<file path="config.mk">
export PLATFORM = sky130hd
export DESIGN_NAME = vga_fb_arbiter
export DESIGN_NICKNAME = d
export VERILOG_FILES = /design/src/rtl/vga_fb_arbiter.sv
export SDC_FILE = /design/constraint.sdc
export NUM_CORES = 1
export LEC_CHECK = 0
export CAP_MARGIN = 20
export CORE_MARGIN = 2
export CORE_UTILIZATION = 44
export DETAILED_ROUTE_END_ITERATION = 16
export PLACE_DENSITY = 0.81
export SLEW_MARGIN = 10
export SYNTH_ARGS = -nofsm -noshare
export SYNTH_HDL_FRONTEND = slang
export SYNTH_SLANG_ARGS = --single-unit
</file>
<file path="constraint.sdc">
create_clock -name clk -period 5.9 [get_ports clk]
set_input_delay 1.77 -clock clk [delete_from_list [all_inputs] [get_ports clk]]
set_output_delay 1.77 -clock clk [all_outputs]
set_load 0.05 [all_outputs]
</file>
<file path="src/rtl/vga_fb_arbiter.sv">
// vga_fb_arbiter
//   Owns the single-port 160x120x8 framebuffer RAM behind the VGA timing
//   generator. Display scan-out has absolute priority on one RAM cycle per
//   4 screen columns; every other cycle goes to the clear/fill sequencer
//   while it runs, otherwise to the external valid/ready write port.
//
// Ports
//   clk, reset                    clock, synchronous active-high reset
//   row_i, col_i                  current raster position from the generator
//   sync_h_i, sync_v_i, blank_n_i generator syncs (active-low) / visible flag
//   ram_addr, ram_we, ram_wdata   RAM command (combinational)
//   ram_rdata                     RAM read data, one cycle after ram_addr
//   wr_valid/wr_ready/wr_addr/wr_data  external write port
//   fill_start, fill_color        start a full-framebuffer fill
//   fill_busy                     fill in progress
//   pixel_o, sync_h_o, sync_v_o, blank_n_o  outputs, 2 cycles behind inputs
//   vblank_o                      1-cycle pulse, registered, in the cycle
//                                 after row_i==V_VIS && col_i==0
module vga_fb_arbiter #(
  parameter int H_VIS      = 640,
  parameter int V_VIS      = 480,
  parameter int SCALE_LOG2 = 2,
  parameter int FB_W       = H_VIS >> SCALE_LOG2,
  parameter int FB_H       = V_VIS >> SCALE_LOG2,
  parameter int ADDR_W     = 15,
  parameter int PIX_W      = 8
) (
  input  logic              clk,
  input  logic              reset,
  input  logic [9:0]        row_i,
  input  logic [9:0]        col_i,
  input  logic              sync_h_i,
  input  logic              sync_v_i,
  input  logic              blank_n_i,
  output logic [ADDR_W-1:0] ram_addr,
  output logic              ram_we,
  output logic [PIX_W-1:0]  ram_wdata,
  input  logic [PIX_W-1:0]  ram_rdata,
  input  logic              wr_valid,
  output logic              wr_ready,
  input  logic [ADDR_W-1:0] wr_addr,
  input  logic [PIX_W-1:0]  wr_data,
  input  logic              fill_start,
  input  logic [PIX_W-1:0]  fill_color,
  output logic              fill_busy,
  output logic [PIX_W-1:0]  pixel_o,
  output logic              sync_h_o,
  output logic              sync_v_o,
  output logic              blank_n_o,
  output logic              vblank_o
);

  localparam logic [ADDR_W-1:0] FB_SIZE = ADDR_W'(FB_W * FB_H);
  localparam logic [ADDR_W-1:0] FB_LAST = ADDR_W'(FB_W * FB_H - 1);

  typedef enum logic {IDLE, FILL} state_t;

  state_t            state, state_nxt;
  logic [ADDR_W-1:0] fill_cnt, fill_cnt_nxt;
  logic [PIX_W-1:0]  fill_col, fill_col_nxt;

  // One RAM read per framebuffer pixel: first screen column of each 4-wide group.
  logic              disp_slot;
  logic [ADDR_W-1:0] fb_row, fb_col, disp_addr;

  assign disp_slot = blank_n_i && (col_i[SCALE_LOG2-1:0] == '0);
  assign fb_row    = ADDR_W'(row_i >> SCALE_LOG2);
  assign fb_col    = ADDR_W'(col_i >> SCALE_LOG2);
  // row*160 as shift-add; tied to FB_W == 160.
  assign disp_addr = (fb_row << 7) + (fb_row << 5) + fb_col;

  assign fill_busy = (state == FILL);

  always_comb begin
    state_nxt    = state;
    fill_cnt_nxt = fill_cnt;
    fill_col_nxt = fill_col;
    ram_addr     = '0;
    ram_we       = 1'b0;
    ram_wdata    = '0;
    wr_ready     = 1'b0;

    if (disp_slot) begin
      ram_addr = disp_addr;
    end else if (state == FILL) begin
      ram_addr     = fill_cnt;
      ram_we       = 1'b1;
      ram_wdata    = fill_col;
      fill_cnt_nxt = fill_cnt + 1'b1;
      if (fill_cnt == FB_LAST) state_nxt = IDLE;
    end else begin
      wr_ready = 1'b1;
      if (wr_valid) begin
        // Out-of-range writes complete the handshake but never reach the RAM.
        ram_addr  = wr_addr;
        ram_we    = (wr_addr < FB_SIZE);
        ram_wdata = wr_data;
      end
    end

    // A fill request in IDLE takes effect next cycle, so a same-cycle
    // external write still lands first.
    if (state == IDLE && fill_start) begin
      state_nxt    = FILL;
      fill_cnt_nxt = '0;
      fill_col_nxt = fill_color;
    end

    if (reset) begin
      ram_we   = 1'b0;
      wr_ready = 1'b0;
    end
  end

  always_ff @(posedge clk) begin
    if (reset) begin
      state    <= IDLE;
      fill_cnt <= '0;
      fill_col <= '0;
    end else begin
      state    <= state_nxt;
      fill_cnt <= fill_cnt_nxt;
      fill_col <= fill_col_nxt;
    end
  end

  // Output pipeline. Stage 1 sees RAM data for the slot issued last cycle;
  // the pixel register is bypassed on that cycle so pixel_o lands exactly
  // two cycles after its raster position.
  logic             slot_d1;
  logic [1:0]       vld_pipe;  // blank_n delay line
  logic             sync_h_d1, sync_v_d1;
  logic [PIX_W-1:0] pix_reg, pix_nxt;

  assign pix_nxt   = slot_d1 ? ram_rdata : pix_reg;
  assign blank_n_o = vld_pipe[1];

  always_ff @(posedge clk) begin
    if (reset) begin
      slot_d1   <= 1'b0;
      vld_pipe  <= '0;
      sync_h_d1 <= 1'b1;
      sync_v_d1 <= 1'b1;
      sync_h_o  <= 1'b1;
      sync_v_o  <= 1'b1;
      pix_reg   <= '0;
      pixel_o   <= '0;
      vblank_o  <= 1'b0;
    end else begin
      slot_d1   <= disp_slot;
      vld_pipe  <= {vld_pipe[0], blank_n_i};
      sync_h_d1 <= sync_h_i;
      sync_v_d1 <= sync_v_i;
      sync_h_o  <= sync_h_d1;
      sync_v_o  <= sync_v_d1;
      pix_reg   <= pix_nxt;
      pixel_o   <= vld_pipe[0] ? pix_nxt : '0;
      vblank_o  <= (row_i == 10'(V_VIS)) && (col_i == 10'd0);
    end
  end

endmodule
</file>
### Word-level counts from Yosys, hierarchy flattened

Index checks and enable logic that the tools add are counted.

| word-level totals | value |
|---|---|
| register bits | 48 |
| input bits | 66 |

| operators by class | value |
|---|---|
| add/sub/neg operators | 3 |
| order comparisons | 1 |
| equal/unequal tests | 3 |
| muxes and demuxes | 18 |
| bitwise gates (word level) | 3 |
| reductions and logical operators | 8 |

Operators with widths:

| cell | number |
|---|---|
| two-way mux 15 bit | 3 |
| two-way mux 8 bit | 4 |
| adder 15 x 1 -> 15 bit (second input constant) | 1 |
| adder 15 x 13 -> 15 bit | 1 |
| adder 15 x 8 -> 15 bit | 1 |
| == test 15 bit (second input constant) | 1 |
| < comparator 15 bit (second input constant) | 1 |
| two-way mux 1 bit | 11 |
| == test 10 x 9 -> 1 bit (second input constant) | 1 |
| logical NOT 10 bit | 1 |
| OR reduction 2 bit | 2 |
| logical AND 1 bit | 3 |
| inverter 1 bit | 3 |
| logical NOT 2 bit | 1 |
| inequality test 2 x 1 -> 1 bit (second input constant) | 1 |
| AND reduction 2 bit | 1 |

### Depth between registers and ports, before layout

Gate-level depths: netlist of the first run.

| logic depth | value |
|---|---|
| word-level depth | 5 |
| mapped depth | 8 |
| gate-level depth less buffers | 8 |

### Worst setup path after synthesis of the first run

No wires, ideal clock.

| timing | value |
|---|---|
| kind | input-to-output |
| from | in row_i[2] |
| to | out ram_addr[14] |
| arrival | 4670 ps |
| path slack | -540 ps |
| stages | 8 |
| cell sequence | inv_1 fa_1 inv_1 fa_1 a211oi_1 o21ai_0 a311o_1 nor3_1 |

| between the ends | value |
|---|---|
| word-level cells in the longest chain between the ends | 3 |

RTL lines:

| item | RTL line | source |
|---|---|---|
| start, declared | 30 | `input logic [9:0] row_i,` |
| adder 15 x 13 -> 15 bit | 70 | `assign disp_addr = (fb_row << 7) + (fb_row << 5) + fb_col;` |
| adder 15 x 8 -> 15 bit | 70 |  |
| two-way mux 15 bit | 83 | `if (disp_slot) begin` |
| end, declared | 35 | `output logic [ADDR_W-1:0] ram_addr,` |

Every way passes these cells.

### Worst setup path in the final report of the first run

Same ends and word-level chain as after synthesis.

==> results by group, run 1 <==
Logic synthesis
  • Synth top area share: 0.359
  • Synth Warn #: 0
  • Mapped Area: 0.00268 mm2
  • Syn nets: 403
  • Number of flops mapped to enable cells by yosys: 0
  • Post-synthesis cell count: 319
  • Yosys cell types: 49
  • Post-synthesis sequential area ratio: 0.359
  • Yosys reg bits: 48
  • Post-synth top area cell: dfxtp_1
  • Top FF cell, synth: dfxtp_1
  • Synth top area cells: dfxtp_1, ha_1, nor2_1
  • Async SR Flop Fraction: 0
  • Syn avg cell area: 8.39 um2

Clock tree
  • Largest buffer count on any clock path: 2
  • Worst-Skew Late Latency: 0.30 ns
  • Post-CTS Setup Inserts: 0
  • CTS Buf Count: 5
  • CTS tree: yes
  • Root buf cell: clkbuf_8
  • # H-tree levels: 2
  • CTS sink cnt: 48
  • Hold-fix buffers, CTS: 0
  • Clock slew at reported path FFs: 0.08 ns

STA
  • Slew at the pin closest to its max-slew limit: 0.645 ns
  • Relative slew slack: 0.569
  • Clock skew: 0.00542 ns
  • Period minus WS final: 5.87 ns
  • Fin. max-slew vios: 0
  • Tcrit/Tclk final: 0.996
  • Setup violations, final: 0
  • Final hold viol count: 0
  • F_max: 0.170 GHz

Finish
  • Area Overhead vs Synth: 61.4%
  • Biggest register: fill_cnt
  • Commonest non-fill, non-tap cell in the layout: clkdlybuf4s50_1
  • Layout Cells excl Fill: 504
  • Most frequent cells in the layout: clkdlybuf4s50_1, dfxtp_1, nor2_1
  • Layout cells sized above 1: 0.189
  • Max reg flops: 15
  • Multi-input gate area: 0.00175 mm2
  • Fillers: 446
  • Layout Nets: 513
  • N_diodes: 0
  • Fin area: 0.00432 mm2
  • Sequential Area: 961 um2

Placement
  • Port buffer count: 103
  • Post-DP HPWL: 6.16 mm
  • Area after DPL: 0.00411 mm2
  • Gp weighted congestion: 0.863
  • Inst Count DP: 497

Global route
  • First-pass GRT wire length: 12.7 mm
  • Largest net degree at the start of global routing: 38
  • Antenna violations before repair: 0
  • Vias in the first global route: 2694
  • GRT overflow: 0
  • GRT Util Overall: 0.248

Min path
  • Hold WC Path Type: register to register

Routing
  • DRT iter0 DRCs: 137
  • Drt drc: 0
  • Routed wire length per instance: 16.4 um
  • Routed vias: 2795
  • Final WL: 8.28 mm
  • Post-route ant nets: 0
  • Vias per cell: 5.55
  • Drt first pass iters: 4

Worst setup path
  • Crit end category: primary output
  • Critical path class: input pin to primary output
  • Worst setup SP type: input pin
  • Crit-path max FO: 2
  • CP Data Required Time: 4.13 ns
  • Critical Path AT: 4.10 ns

Floorplan
  • Core area: 0.00589 mm2
  • DIE WIDTH: 82.0 um
  • Rows: 28
  • Initial Util: 0.455
  • Die H: 82.0 um
  • Num ports: 104
  • Die area: 0.00672 mm2

Flow run
  • Max-cap viol count: 0

Power
  • P_leak: 1.65 nW
  • VDD IR max: 129 uV
  • Cell Pwr Density: 197 mW/mm2

Status
  • Status: complete, no violations
cell type report:
cell class	count	area share
Clock buffer	6	0.0191
Sequential cell	48	0.222
Tap cell	75	0.0217
Timing Repair Buffer	122	0.325
Multi-Input combinational cell	246	0.404
Inverter	6	0.00521
Clock inverter	1	0.00203
Yosys cell counts, types with 2 or more instances:
cell type and n:
nand2_1 24, clkbuf_1 15, buf_1 2, a211oi_1 4, a221oi_1 12, inv_1 6
buf_2 2, nor3_1 5, or3_1 8, a21o_1 3, xnor2_1 8, nor4_1 8
nand4_1 2, o21a_1 2, nor2_1 42, a21oi_1 21, fa_1 2, o211ai_1 2
a22oi_1 9, nand2b_1 2, and3_1 2, nand3_1 10, mux2i_1 10, and2_1 9
nor2b_1 4, o21ai_0 10, nor4b_1 3, dfxtp_1 48, nor3b_1 3, or2_2 4
xor2_1 3, ha_1 16, a21boi_0 2
what timing repair did:
item	4_1_cts	5_1_grt
pin swaps	6	13
hold endpoints to repair	0	0
endpoints found under the setup margin	6	4
gates resized for setup	17	16
through the flow:
| step | setup TNS, ns | total power, mW | hold WS, ns | worst slack, ns | utilization |
|---|---|---|---|---|---|
| finish | 0 | 0.852 | 0.414 | 0.0265 | 0.734 |
| global route | -0.0407 | 0.890 | 0.439 | -0.0407 | 0.734 |
| CTS | 0 | 0.842 | 0.416 | 0.00133 | 0.720 |
| detailed placement | -1.66 | 0.637 | 0.396 | -0.481 | 0.699 |
| global placement | -1.30 | 0.631 | 0.393 | -0.433 | 0.699 |
| floorplan | -0.133 | 0.488 | 0.389 | -0.133 | - |
routing by layer:
| layer | share of wire | up-vias | GRT usage |
|---|---|---|---|
| met3 | 0.063 | 13 | 0.0670 |
| met5 | 0 | - | 0 |
| met4 | 0.016 | 0 | 0.0767 |
| met2 | 0.51 | 94 | 0.420 |
| met1 | 0.42 | 1311 | 0.307 |
| li1 | - | 1377 | - |
report_power, final:
part	leakage (nW)	internal [mW]	total, mW	switching, mW
Clock	0.0473	0.0935	0.201	0.107
Sequential	0.390	0.331	0.338	0.00611
Combinational	1.22	0.154	0.314	0.160
final timing paths:
kind              cells after the start  slack (ns)           end       from
setup / recovery                     10        0.03  ram_addr[14]   row_i[2]
hold / removal                        1        0.41      sync_h_o  sync_h_d1
setup reg to reg                      5        3.69  fill_cnt[13]  fill_busy
hold reg to reg                       1        0.41      sync_h_o  sync_h_d1
worst max-delay path: stages:
cell	delay, ns
dlygate4sd2_1	0.23
inv_1	0.06
fa_1	0.50
inv_2	0.05
fa_2	0.36
a211oi_2	0.28
o21ai_1	0.12
a311o_1	0.29
nor3_2	0.24
clkbuf_16	0.20
cells by family after synthesis:
kind of cell	Yosys count	share of synthesized area
buffers and inverters	25	0.0360
xor gates and xnor gates	11	0.0360
AOI/OAI and AO/OA	73	0.184
DFF	48	0.359
adders and majority gates	18	0.0898
and+or+nand+nor	134	0.258
muxes	10	0.0374
(Power assumes the default switching activity.)
==> run 2: changes to the inputs <==
CTS_BUF_LIST = sky130_fd_sc_hd__clkbuf_8 sky130_fd_sc_hd__clkbuf_16   (was unset)
GPL_ROUTABILITY_DRIVEN = 0   (was unset)
REMOVE_ABC_BUFFERS = 1   (was unset)
==> results by group, run 2 (same netlist as run 1, synthesis figures left out) <==
Status
  • Status: complete, no violations

Global route
  • GRT overflow: 0
  • First-pass GRT wire length: 12.3 mm
  • Antenna violations before repair: 0
  • Vias in the first global route: 2670
  • Largest net degree at the start of global routing: 37
  • GRT Util Overall: 0.238

Worst setup path
  • Critical Path AT: 4.09 ns
  • CP Data Required Time: 4.13 ns
  • Worst R2R Setup Slack: 3.58 ns
  • Crit-path max FO: 4
  • Worst r2r src: fill_busy
  • Crit end category: primary output
  • Worst setup SP type: input pin
  • Critical path class: input pin to primary output
  • Setup crit start: row_i[7]

STA
  • Final hold viol count: 0
  • Relative slew slack: 0.555
  • F_max: 0.171 GHz
  • Slew at the pin closest to its max-slew limit: 0.666 ns
  • Setup violations, final: 0
  • Clock skew: 0.00622 ns
  • Final worst slack: 0.0428 ns
  • Fin. max-slew vios: 0
  • Setup TNS: 0 ns
  • Tcrit/Tclk final: 0.993
  • Period minus WS final: 5.86 ns

Finish
  • Fillers: 458
  • N_diodes: 0
  • Max reg flops: 15
  • Sequential Area: 961 um2
  • Area Overhead vs Synth: 59.9%
  • Biggest register: fill_cnt
  • Commonest non-fill, non-tap cell in the layout: clkdlybuf4s50_1
  • Layout cells sized above 1: 0.185
  • Layout Nets: 510
  • Layout Cells excl Fill: 502
  • Multi-input gate area: 0.00173 mm2
  • Fin area: 0.00428 mm2
  • Most frequent cells in the layout: clkdlybuf4s50_1, dfxtp_1, nor2_1

Clock tree
  • # H-tree levels: 2
  • Worst-Skew Late Latency: 0.30 ns
  • Clock slew at reported path FFs: 0.09 ns
  • Root buf cell: clkbuf_8
  • Largest buffer count on any clock path: 2
  • CTS Buf Count: 5
  • CTS sink cnt: 48
  • CTS tree: yes
  • Hold-fix buffers, CTS: 0

Floorplan
  • Initial Util: 0.455
  • Num ports: 104
  • Die area: 0.00672 mm2
  • Die H: 82.0 um
  • DIE WIDTH: 82.0 um
  • Core area: 0.00589 mm2
  • Rows: 28

Routing
  • Routed wire length per instance: 16.4 um
  • Drt drc: 0
  • Post-route ant nets: 0
  • Vias per cell: 5.50
  • Final WL: 8.21 mm
  • Routed vias: 2763
  • DRT iter0 DRCs: 108
  • Drt first pass iters: 4

Placement
  • Dpl ws: -0.563 ns
  • Area after DPL: 0.00406 mm2
  • Inst Count DP: 492
  • Post-DP HPWL: 5.93 mm
  • Port buffer count: 103

Power
  • P_leak: 1.64 nW
  • Total power: 0.860 mW
  • Cell Pwr Density: 201 mW/mm2
  • VDD IR max: 145 uV

Flow run
  • Max-cap viol count: 0

Min path
  • Worst hold start: sync_h_d1
  • Hold WC Path Type: register to register
==> run 2: cell types whose count changed in the layout (fill, tap and decap cells not counted), moves of 2 or more <==
cell	delta
a211oi_4	+2
buf_4	-3
a211oi_2	-2
ha_4	-2
==> run 2: report_power, final <==
part,leakage [nW],internal [mW],switching [mW]
Clock,0.0516,0.0960,0.115
Sequential,0.390,0.332,0.00671
Combinational,1.20,0.152,0.159
Total,1.64,0.580,0.280
==> run 2: critical path, stage by stage <==
cell and delay [ns]:
clkdlybuf4s50_1 0.48, ha_1 0.33, ha_1 0.36, o21a_1 0.21, and2_1 0.15, a311o_1 0.35
nor3_2 0.17, buf_4 0.14, buf_12 0.12
==> run 2: timing repair <==
| item | 4_1_cts | 5_1_grt |
|---|---|---|
| endpoints found under the hold margin | 0 | 0 |
| pin swaps | 13 | 6 |
| setup endpoints to repair | 6 | 5 |
| gates resized for setup | 16 | 24 |
| setup buffers | 2 | 0 |
==> run 2: metrics by stage <==
step	hold slack (ns)	utilization
after floorplan	0.389	-
after global placement	0.391	0.690
after CTS	0.418	0.717
final	0.415	0.727
after detailed placement	0.397	0.690
after global routing	0.427	0.727
==> run 2: per-layer routing <==
layer / vias up / GRT usage / part of all wire
li1: 1366 / - / -
met3: 14 / 0.0429 / 0.057
met4: 0 / 0.0783 / 0.019
met5: - / 0 / 0
met2: 94 / 0.428 / 0.53
met1: 1289 / 0.285 / 0.39
==> run 2: path summary, 6_finish.rpt <==
kind,endpoint,cells after the start
max reg2reg,fill_cnt[13],5
max,ram_addr[14],9
min reg2reg,sync_h_o,1
min,sync_h_o,1
==> run 2: area by class of cell <==
type | count | area share
Timing Repair Buffer | 119 | 0.321
Tap cell | 75 | 0.0219
Clock buffer | 6 | 0.0193
Multi-Input combinational cell | 246 | 0.405
Inverter | 6 | 0.00526
Sequential cell | 48 | 0.224
Clock inverter | 2 | 0.00322
==> run 3: changes to the inputs <==
HOLD_SLACK_MARGIN = 0.12   (was unset)
==> results of run 3 <==
The final DEF is identical to that of run 2; final timing and power are the same.
